`config.mk`:
```
export PLATFORM = sky130hd
export DESIGN_NAME = fifo_bridge_tx_encoder_flat
export DESIGN_NICKNAME = d
export VERILOG_FILES = /design/src/rtl/fifo_bridge_tx_encoder_if.sv /design/src/rtl/fifo_bridge_tx_encoder.sv /design/src/flat_wrapper.sv
export SDC_FILE = /design/constraint.sdc
export NUM_CORES = 1
export LEC_CHECK = 0
export CORE_MARGIN = 2
export CORE_UTILIZATION = 35
export DETAILED_ROUTE_END_ITERATION = 8
export PLACE_DENSITY = 0.61
export REMOVE_ABC_BUFFERS = 1
export SLEW_MARGIN = 20
export SYNTH_ARGS = -nofsm -noshare
export SYNTH_HDL_FRONTEND = slang
export SYNTH_SLANG_ARGS = --single-unit
```
`constraint.sdc`:
```
create_clock -name wclk -period 2.5 [get_ports wclk]
set_input_delay 0.25 -clock wclk [delete_from_list [all_inputs] [get_ports wclk]]
set_output_delay 0.25 -clock wclk [all_outputs]
set_load 0.02 [all_outputs]
```
`src/rtl/fifo_bridge_tx_encoder_if.sv`:
```
// Token stream in, code-word stream out toward the FIFO bridge write port.
// slave is the encoder's view; master is the view of whatever drives it.
interface fifo_bridge_tx_encoder_if #(
  parameter int SYMW = 5
) ();
  logic [SYMW-1:0] in_sym;
  logic            in_valid;
  logic            in_ready;
  logic [SYMW-2:0] wdata;
  logic            winc;
  logic            wfull;

  modport master (output in_sym, in_valid, wfull, input in_ready, wdata, winc);
  modport slave  (input in_sym, in_valid, wfull, output in_ready, wdata, winc);
endinterface

```
`src/rtl/fifo_bridge_tx_encoder.sv`:
```
// fifo_bridge_tx_encoder: write-side feeder for the FIFO bridge (wclk domain).
// One-hot tokens are encoded to SYMW-1 bit code words, queued in a small
// circular buffer, and presented to the bridge through a single holding
// register that is held while wfull is high.
// Optional feature macro: TX_ERRCNT_EN (saturating multi-hot token counter).
module fifo_bridge_tx_encoder #(
  parameter int SYMW   = 5,
  parameter int BUF_AW = 2,
  parameter int ERRW   = 8
) (
  input  logic                  wclk,
  input  logic                  rst_n,
  fifo_bridge_tx_encoder_if.slave bus,
  output logic [BUF_AW:0]       buf_level,
  output logic                  busy,
  output logic [ERRW-1:0]       err_cnt
);
  localparam int CW    = SYMW - 1;
  localparam int LW    = BUF_AW + 1;
  localparam int DEPTH = 1 << BUF_AW;
  localparam int CNTW  = $clog2(SYMW + 1);

  localparam logic [1:0] IDLE  = 2'd0;
  localparam logic [1:0] SEND  = 2'd1;
  localparam logic [1:0] STALL = 2'd2;

  logic [CW-1:0]   mem [DEPTH];
  logic [BUF_AW:0] wptr, rptr;
  logic [1:0]      state;
  logic [CW-1:0]   hold;
  logic [CNTW-1:0] ones;
  logic            tok_one, acc, push, pop, empty;

  // Popcount of the token: exactly one bit set is a legal symbol.
  always_comb begin
    ones = '0;
    for (int i = 0; i < SYMW; i++) ones = ones + CNTW'(bus.in_sym[i]);
  end

  assign tok_one      = (ones == CNTW'(1));
  assign buf_level    = wptr - rptr;
  assign empty        = (wptr == rptr);
  assign bus.in_ready = (buf_level != LW'(DEPTH));
  assign acc          = bus.in_valid & bus.in_ready;
  // The MSB token encodes to all-zeros, so the code is simply the low bits.
  assign push         = acc & tok_one;
  // Holder refills when it is empty or its word is consumed this edge.
  assign pop          = ~empty & ((state == IDLE) | ~bus.wfull);
  assign bus.winc     = (state != IDLE);
  assign bus.wdata    = hold;
  assign busy         = ~empty | bus.winc;

  // Buffer storage; contents need no reset, only the pointers do.
  always_ff @(posedge wclk) begin
    if (push) mem[wptr[BUF_AW-1:0]] <= bus.in_sym[CW-1:0];
  end

  // Circular pointers, one extra bit so full and empty differ.
  always_ff @(posedge wclk or negedge rst_n) begin
    if (!rst_n) begin
      wptr <= '0;
      rptr <= '0;
    end else begin
      if (push) wptr <= wptr + LW'(1);
      if (pop)  rptr <= rptr + LW'(1);
    end
  end

  // Output stage: hold the current word until the bridge takes it.
  always_ff @(posedge wclk or negedge rst_n) begin
    if (!rst_n) begin
      state <= IDLE;
      hold  <= '1;
    end else begin
      case (state)
        IDLE: begin
          if (!empty) begin
            hold  <= mem[rptr[BUF_AW-1:0]];
            state <= bus.wfull ? STALL : SEND;
          end
        end
        SEND, STALL: begin
          if (bus.wfull) begin
            state <= STALL;
          end else if (!empty) begin
            hold  <= mem[rptr[BUF_AW-1:0]];
            state <= SEND;
          end else begin
            hold  <= '1;
            state <= IDLE;
          end
        end
        default: begin
          hold  <= '1;
          state <= IDLE;
        end
      endcase
    end
  end

`ifdef TX_ERRCNT_EN
  logic tok_multi;
  assign tok_multi = (ones > CNTW'(1));

  // Saturating count of accepted multi-hot tokens.
  always_ff @(posedge wclk or negedge rst_n) begin
    if (!rst_n)                              err_cnt <= '0;
    else if (acc && tok_multi && err_cnt != '1) err_cnt <= err_cnt + ERRW'(1);
  end
`else
  assign err_cnt = '0;
`endif
endmodule

```
`src/flat_wrapper.sv`:
```
// flat-port wrapper written by rule: the top's interface ports become plain ports
module fifo_bridge_tx_encoder_flat 
#(
  parameter int SYMW   = 5,
  parameter int BUF_AW = 2,
  parameter int ERRW   = 8
)
  (wclk, rst_n, buf_level, busy, err_cnt, bus_in_sym, bus_in_valid, bus_wfull, bus_in_ready, bus_wdata, bus_winc);
  fifo_bridge_tx_encoder_if #(.SYMW(SYMW)) bus_i ();
  input  logic wclk;
  input  logic rst_n;
  output logic [BUF_AW:0] buf_level;
  output logic busy;
  output logic [ERRW-1:0] err_cnt;
  input wire logic [$bits(bus_i.in_sym)-1:0] bus_in_sym;
  input wire logic [$bits(bus_i.in_valid)-1:0] bus_in_valid;
  input wire logic [$bits(bus_i.wfull)-1:0] bus_wfull;
  output wire logic [$bits(bus_i.in_ready)-1:0] bus_in_ready;
  output wire logic [$bits(bus_i.wdata)-1:0] bus_wdata;
  output wire logic [$bits(bus_i.winc)-1:0] bus_winc;
  assign bus_i.in_sym = bus_in_sym;
  assign bus_i.in_valid = bus_in_valid;
  assign bus_i.wfull = bus_wfull;
  assign bus_in_ready = bus_i.in_ready;
  assign bus_wdata = bus_i.wdata;
  assign bus_winc = bus_i.winc;
  fifo_bridge_tx_encoder #(.SYMW(SYMW), .BUF_AW(BUF_AW), .ERRW(ERRW)) u_core (.wclk(wclk), .rst_n(rst_n), .bus(bus_i), .buf_level(buf_level), .busy(busy), .err_cnt(err_cnt));
endmodule
```
; After elaboration in Yosys (flattened, before gate mapping)
; Memory sizes are Yosys's and may differ from the RTL's.
; Cells that the tools add are included.
[classes]
addsub = 7
mul = 0
n_div = 0
n_lt_le_gt_ge = 0
n_eq_ne = 7
shift = 0
muxes = 11
bitwise = 7
n_reduce_logical = 4
[op_table]
columns = op, n
row1 = $mux W4, 3
row2 = $add A3 B1 Y3, 3
row3 = $pmux W4 S2, 1
row4 = $add A3 B1 Y3 const B, 2
row5 = $mux W2, 3
row6 = $ne A2 B2 Y1 const B, 2
row7 = $pmux W2 S2, 1
row8 = $and A1 B1 Y1, 3
row9 = $eq A3 B1 Y1 const B, 1
row10 = $eq A3 B3 Y1, 1
row11 = $mux W1, 3
row12 = $ne A3 B3 Y1 const B, 1
row13 = $sub A3 B3 Y3, 1
row14 = $add A1 B1 Y2, 1
row15 = $eq A2 B1 Y1 const B, 1
row16 = $eq A2 B2 Y1 const B, 1
row17 = $logic_not A2 Y1, 1
row18 = $not A1 Y1, 2
row19 = $or A1 B1 Y1, 2
row20 = $reduce_and A2 Y1, 1
row21 = $reduce_bool A2 Y1, 1
row22 = $reduce_or A2 Y1, 1
[word_totals]
regBits = 12
latchBits = 0
ramBits = 16
rom_bits = 0
inputBits = 9
out_inout_bits = 18
elab_cells = 41
n_memories = 1
[mem_list]
columns = name, words, word_bits, read_ports, rd_clocked_by_memory_dff, write_ports, line_no
row1 = u_core.mem, 4, 4, 1, 0, 1, fifo_bridge_tx_encoder.sv:27  ; logic [CW-1:0] mem [DEPTH];

; Depth between registers and ports, before layout
; Gate-level depths: netlist of run 1.
[depth]
ltp_word = 8
depth_mapped = 9
mapped_depth_nobuf = 9

; Least setup slack after synthesis of run 1
; Ideal clock, no wire load.
[synth_timing]
path_kind = input to register
startpoint = in bus_in_sym[0]
endpoint = mem u_core.mem[3][0] (netlist name), enable pin
setup_time_ns = 0.304
arrival_ns = 2.673
required_ns = 2.196
setup_slack_ns = -0.477
stages = 9
n_path_buf = 0
path_cell_list = ha_1 -> inv_1 -> fa_1 -> inv_1 -> ha_1 -> fa_1 -> or4bb_1 -> a311o_1 -> inv_1
[synth_via]
elab_chain_cells = 8
[synth_rtl]
columns = item, line_no
row1 = start: declaration, flat_wrapper.sv:15  ; input wire logic [$bits(bus_i.in_sym)-1:0] bus_in_sym;
row2 = $add A1 B1 Y2, fifo_bridge_tx_encoder.sv:37  ; for (int i = 0; i < SYMW; i++) ones = ones + CNTW'(bus.in_sym[i]);
row3 = $add A3 B1 Y3 (3 in a row), fifo_bridge_tx_encoder.sv:37
row4 = $eq A3 B1 Y1, fifo_bridge_tx_encoder.sv:40  ; assign tok_one = (ones == CNTW'(1));
row5 = $and A1 B1 Y1, fifo_bridge_tx_encoder.sv:46  ; assign push = acc & tok_one;
row6 = $mux W1, fifo_bridge_tx_encoder.sv:55  ; if (push) mem[wptr[BUF_AW-1:0]] <= bus.in_sym[CW-1:0];
row7 = $mux W1 (not written as such), fifo_bridge_tx_encoder.sv:55
row8 = end: declaration, fifo_bridge_tx_encoder.sv:27
; No other way between the ends.

; Worst setup path in the final report of run 1
[layout_timing]
startpoint = in bus_in_sym[1]
endpoint = mem u_core.mem[1][1] (netlist name), enable pin
; Same word-level chain as after synthesis.

==> flow_metrics.py, run 1 <==
metrics = {
    "setup_path": {
        "worstSetupStartpointType": "primary input",
        "crit_start": "bus_in_sym[1]",
        "reg2reg_depth": 6,
        "endpoint": "u_core.mem[1][1]",
        "crit_arrival_ns": 2.72,
        "crit_type": "in -> reg",
        "regToRegSetupSlack_ns": 0.33,
        "worstPathRequired_ns": 2.50,
        "cp_max_fo": 5,
        "rr_startpoint": "u_core.wptr[0]",
        "worstSetupEndpointType": "flip-flop",
        "r2r-end": "u_core.mem[3][3]",
    },
    "global_route": {
        "gr-total-overflow": 0,
        "grt_max_degree": 17,
        "grt_pass1_wl_mm": 4.28,
        "antenna_found_initial": 0,
        "grt_pass1_vias": 952,
        "gr-usage-all-layers_pct": 10.7,
    },
    "synthesis": {
        "synthArstFlopShare_pct": 42.9,
        "yosys.area.top_type": "edfxtp_1",
        "syn_area_um2": 1570,
        "yosysWarnings": 0,
        "seq_area_frac_synth_pct": 50.0,
        "syn_avg_cell_area_um2": 14.0,
        "synth_top_area_share_pct": 30.6,
        "synth_most_common_cell": "edfxtp_1",
        "synth_area_leaders": "edfxtp_1 31%, dfrtp_1 13%, ha_1 8.8%",
        "ys_ff_latch": 28,
        "synth_edf_count": 16,
        "ys_top_cells_by_count": "16 x edfxtp_1, 15 x inv_1, 11 x ha_1",
        "synth_flop_cell": "edfxtp_1",
        "synthCells": 112,
        "synth_cell_types": 34,
    },
    "power": {
        "power_density_nw_per_um2": 1370,
        "p_leak_nw": 0.818,
        "vdd_drop_max_mv": 0.878,
    },
    "cts": {
        "cts_buffer_depth": 2,
        "cts_root_buffer": "clkbuf_8",
        "h-tree-depth": 1,
        "clock_sinks": 28,
        "numCtsBuffers": 3,
        "cts.clk_slew.worst_paths_ns": 0.10,
        "clk_latency_ns": 0.27,
        "cts_tree": "built",
        "hold_buffers": 0,
    },
    "route": {
        "ant_nets": 0,
        "routed_wl_mm": 2.48,
        "vias": 909,
        "top_layer": "met4",
        "drc": 0,
        "firstDrtPassIters": 4,
        "detail_route.iter0.violations": 23,
        "viasPerCell": 4.71,
        "dr_wl_met2_mm": 1.20,
        "wl_met1_mm": 1.12,
        "wire_per_inst_um": 12.8,
        "dr_wl_met3_um": 138,
    },
    "worst_hold_path": {
        "hp-class": "in -> reg",
    },
    "status": {
        "violations": "negative setup slack",
        "status": "complete, but fails checks",
    },
    "layout": {
        "final_area_um2": 1940,
        "antenna_cells": 0,
        "drive_gt1_share_pct": 30.5,
        "seqCellArea_um2": 786,
        "n_fill_cell": 396,
        "area_delta_synth_final_pct": 23.5,
        "fin_cells": 193,
        "nNetsFinal": 165,
        "multi_input_comb_area_um2": 704,
    },
    "sta": {
        "setup_viol_count_final": 19,
        "whs_ns": 0.256,
        "fin_crit_sh_pct": 109,
        "fmax_mhz": 367,
        "grt_setup_unrepaired": "yes",
        "fin_ws_ns": -0.223,
        "finalHoldViolCount": 0,
        "clock_skew_ns": 0.00581,
        "slew_violations": 0,
        "relSlewSlack_pct": 60.2,
        "tightest_slew_ns": 0.595,
        "fin_crit_ns": 2.72,
    },
    "run": {
        "max_cap_violations": 0,
    },
    "floorplan": {
        "die_h_um": 71.0,
        "coreArea_um2": 4320,
        "die_area_um2": 5040,
        "num_rows": 24,
        "start_util_pct": 36.3,
        "die_w_um": 71.0,
        "pin_count": 27,
    },
    "place": {
        "place_congestion": 0.754,
        "pre_cts_ws_ns": -1.01,
        "dpl.cell_count": 188,
        "hpwl_mm": 1.97,
        "dpl_cell_area_um2": 1830,
        "portBuffers": 18,
    },
}
## cells by family after synthesis
kind of cell    synth area share, %
compound gates                 6.93
xor+xnor                       4.94
fa+ha+maj                      12.6
buf+inv                        8.45
flops                          50.0
mux                            10.9
other cells                   0.239
simple gates                   5.90
## stage by stage
stage | total power [W] | TNS (ns) | utilization (%)
2_1_floorplan | 0.00181 | -7.66 | -
3_3_place_gp | 0.00234 | -18.17 | 42.4
3_5_place_dp | 0.00235 | -18.52 | 42.4
4_1_cts | 0.00268 | -5.18 | 44.7
5_1_grt | 0.00287 | -5.58 | 44.8
6_report | 0.00266 | -4.01 | 44.8
## critical path, stage by stage
cell and delay [ns]:
buf_8 0.10, ha_4 0.25, inv_2 0.03, fa_1 0.47, inv_1 0.04, ha_2 0.16, fa_1 0.42, or4bb_4 0.57
a31oi_4 0.22, and2_4 0.21
## repair_timing
| action | CTS | global route |
|---|---|---|
| resized for setup | 26 | 2 |
| setup buffers | 1 | 0 |
| pin swaps | 8 | 5 |
| setup endpoints to repair | 22 | 21 |
## worst min path at each step
stage                             to  cells past startpoint       startpoint
global route        u_core.mem[2][1]                      2    bus_in_sym[1]
floorplan             u_core.rptr[0]                      0            rst_n
detailed placement    u_core.rptr[2]                      1   u_core.rptr[2]
finish              u_core.mem[2][1]                      2    bus_in_sym[1]
global placement     u_core.state[1]                      2  u_core.state[1]
CTS                 u_core.mem[2][1]                      2    bus_in_sym[1]
## per-layer routing
layer  up-vias  GRT usage, %
li1        438             -
met1       442          13.8
met2        27          18.2
met3         2          3.13
met4         0          1.89
met5         -             0
## power by group
part           switching, W  total (W)  internal, W
Sequential         0.000107   0.000748     0.000641
Clock              0.000142   0.000357     0.000214
Combinational      0.000784    0.00156     0.000775
## cell type report
cell class,instances,area share (%)
sequential,28,40.5
clock inverter,1,1.55
clock buffer,3,2.13
inverter,15,2.90
timing repair buffer,28,13.2
multi-input combinational,66,36.3
tap,52,3.35
## cell usage in the layout, fill, tap and decap left out, types with 5 or more instances in the layout
master and n:
dfrtp_1 8, xnor2_1 5, buf_4 10, edfxtp_1 16, ha_1 9, mux2_2 5, clkdlybuf4s50_1 11, conb_1 8
inv_1 13
## flip-flops by register name, indices dropped and copies added (netlist names)
name              cells
u_core.mem           16
u_core.bus.wdata      4
u_core.rptr           3
u_core.wptr           3
u_core.state          2
Note: power is estimated with default switching activity, not from simulation.
==> run 2: changes to the inputs <==
--- a/config.mk
+++ b/config.mk
@@ -6,10 +6,11 @@
 export NUM_CORES = 1
 export LEC_CHECK = 0
 export CORE_MARGIN = 2
-export CORE_UTILIZATION = 35
+export CORE_UTILIZATION = 40
 export DETAILED_ROUTE_END_ITERATION = 8
-export PLACE_DENSITY = 0.61
+export PLACE_DENSITY = 0.67
 export REMOVE_ABC_BUFFERS = 1
+export SKIP_CTS_REPAIR_TIMING = 1
 export SLEW_MARGIN = 20
 export SYNTH_ARGS = -nofsm -noshare
 export SYNTH_HDL_FRONTEND = slang
==> run 2 against run 1 <==
  * The flow still finishes with violations (negative setup slack)
  * Clock-buffer cell count stayed put
  * Utilization grew 7.4 points
  * Combinational power grew 4%
  * First-iteration DRC count grew 74%
  * Total power shrank 2.1%
  * Die area fell by 12%
  * Via count grew 2.2%
  * Largest cell class unchanged
  * Largest power group unchanged
==> flow_metrics.py, run 2 (synthesis results as in run 1) <==
metrics = {
    "status": {
        "status": "complete, but fails checks",
        "violations": "negative setup slack",
    },
    "setup_path": {
        "r2r-end": "u_core.wptr[2]",
        "worstSetupStartpointType": "primary input",
        "crit_path_max_incr_delay_ns": 0.55,
        "worstSetupEndpointType": "flip-flop",
        "worstPathRequired_ns": 2.49,
        "reg2reg_depth": 7,
        "path_buf_inv": 3,
        "crit_family": "adder cells",
        "crit_type": "in -> reg",
        "critPathSlowestCell": "or4bb_4",
        "cp_common_cell": "fa_1",
        "worstPathCellList": "buf_8 -> ha_4 -> inv_2 -> fa_1 -> inv_1 -> ha_2 -> fa_1 -> or4bb_4 -> a31oi_4 -> and2_4",
        "rr_startpoint": "u_core.wptr[0]",
        "cp_max_fo": 5,
        "regToRegSetupSlack_ns": 0.32,
        "crit_arrival_ns": 2.78,
    },
    "power": {
        "vdd_drop_max_mv": 1.14,
        "p_leak_nw": 0.846,
        "power_density_nw_per_um2": 1340,
    },
    "sta": {
        "finalHoldViolCount": 0,
        "fin_ws_ns": -0.287,
        "whs_ns": 0.277,
        "clock_skew_ns": 0.00863,
        "fmax_mhz": 359,
        "tightest_slew_ns": 0.582,
        "grt_setup_unrepaired": "yes",
        "slew_violations": 0,
        "setup_viol_count_final": 19,
        "fin_crit_ns": 2.79,
        "relSlewSlack_pct": 61.1,
        "fin_crit_sh_pct": 111,
    },
    "layout": {
        "fin_cells": 191,
        "mostFrequentLayoutCells": "16 x edfxtp_1, 12 x inv_1, 12 x buf_4, 11 x clkdlybuf4s50_1, 9 x ha_1",
        "antenna_cells": 0,
        "n_fill_cell": 331,
        "drive_gt1_share_pct": 32.2,
        "largest_reg_flops": 16,
        "nNetsFinal": 167,
        "area_delta_synth_final_pct": 23.7,
        "mostFrequentLayoutCell": "edfxtp_1",
    },
    "route": {
        "viasPerCell": 4.86,
        "detail_route.iter0.violations": 40,
        "firstDrtPassIters": 4,
        "routed_wl_mm": 2.64,
        "ant_nets": 0,
        "vias": 929,
        "wire_per_inst_um": 13.8,
        "drc": 0,
    },
    "floorplan": {
        "num_rows": 22,
        "die_h_um": 66.7,
        "die_area_um2": 4440,
        "pin_count": 27,
        "coreArea_um2": 3720,
        "die_w_um": 66.7,
        "start_util_pct": 42.3,
    },
    "cts": {
        "cts.clk_slew.worst_paths_ns": 0.08,
        "h-tree-depth": 1,
        "cts_tree": "built",
        "cts_buffer_depth": 2,
        "cts_root_buffer": "clkbuf_8",
        "clock_sinks": 28,
        "numCtsBuffers": 3,
        "clk_latency_ns": 0.28,
    },
    "place": {
        "portBuffers": 18,
        "place_congestion": 0.752,
        "hpwl_mm": 2.06,
        "pre_cts_ws_ns": -1.07,
        "dpl.cell_count": 184,
    },
    "global_route": {
        "antenna_found_initial": 0,
        "gr-total-overflow": 0,
        "grt_pass1_vias": 969,
        "grt_pass1_wl_mm": 4.52,
        "grt_max_degree": 16,
        "gr-usage-all-layers_pct": 13.8,
    },
    "run": {
        "max_cap_violations": 0,
    },
    "worst_hold_path": {
        "whs_endpoint": "u_core.mem[2][1]",
        "hp-class": "in -> reg",
        "hp-start": "bus_in_sym[1]",
        "min_delay_path_depth": 2,
    },
}
## run 2: stage by stage
step	setup TNS, ns	cell area (um2)	util (%)	power, W
2_1_floorplan	-7.66	1520	-	0.00181
3_3_place_gp	-18.29	1830	49.2	0.00233
3_5_place_dp	-19.28	1830	49.2	0.00236
4_1_cts	-13.95	1870	50.4	0.00262
5_1_grt	-6.32	1940	52.3	0.00282
6_report	-5.15	1940	52.3	0.00261
## run 2: power by group
group / switching [W] / internal (W)
clock network: 0.000134 / 0.000110
logic: 0.000811 / 0.000817
registers: 0.0000928 / 0.000643
total: 0.00104 / 0.00157
## run 2: worst max-delay path by stage
stage	slack (ns)	endpoint	cells after the start	start
after floorplan	-0.48	u_core.mem[3][0]	9	bus_in_sym[0]
after global placement	-1.00	u_core.mem[1][0]	10	bus_in_sym[0]
after detailed placement	-1.07	u_core.mem[0][0]	10	bus_in_sym[0]
after CTS	-0.78	u_core.mem[0][1]	10	bus_in_sym[0]
after global routing	-0.35	u_core.mem[2][2]	10	bus_in_sym[0]
final	-0.29	u_core.mem[0][1]	10	bus_in_sym[0]
## run 2: layout make-up
cell class	count	area, um2	share of cell area [%]
sequential	28	787	40.5
multi-input combinational	66	704	36.3
timing repair buffer	30	289	14.9
tap	48	60.1	3.09
inverter	15	56.3	2.90
clock buffer	3	41.3	2.13
clock inverter	1	3.75	0.193
## run 2: metal layers
layer  track usage (%)  share of wire [%]  vias to the layer above
met2              22.8                 47                       28
met4              3.83                1.2                        0
met3              4.05                5.3                        5
met5                 0                  0                        -
li1                  -                  -                      440
met1              17.7                 46                      456
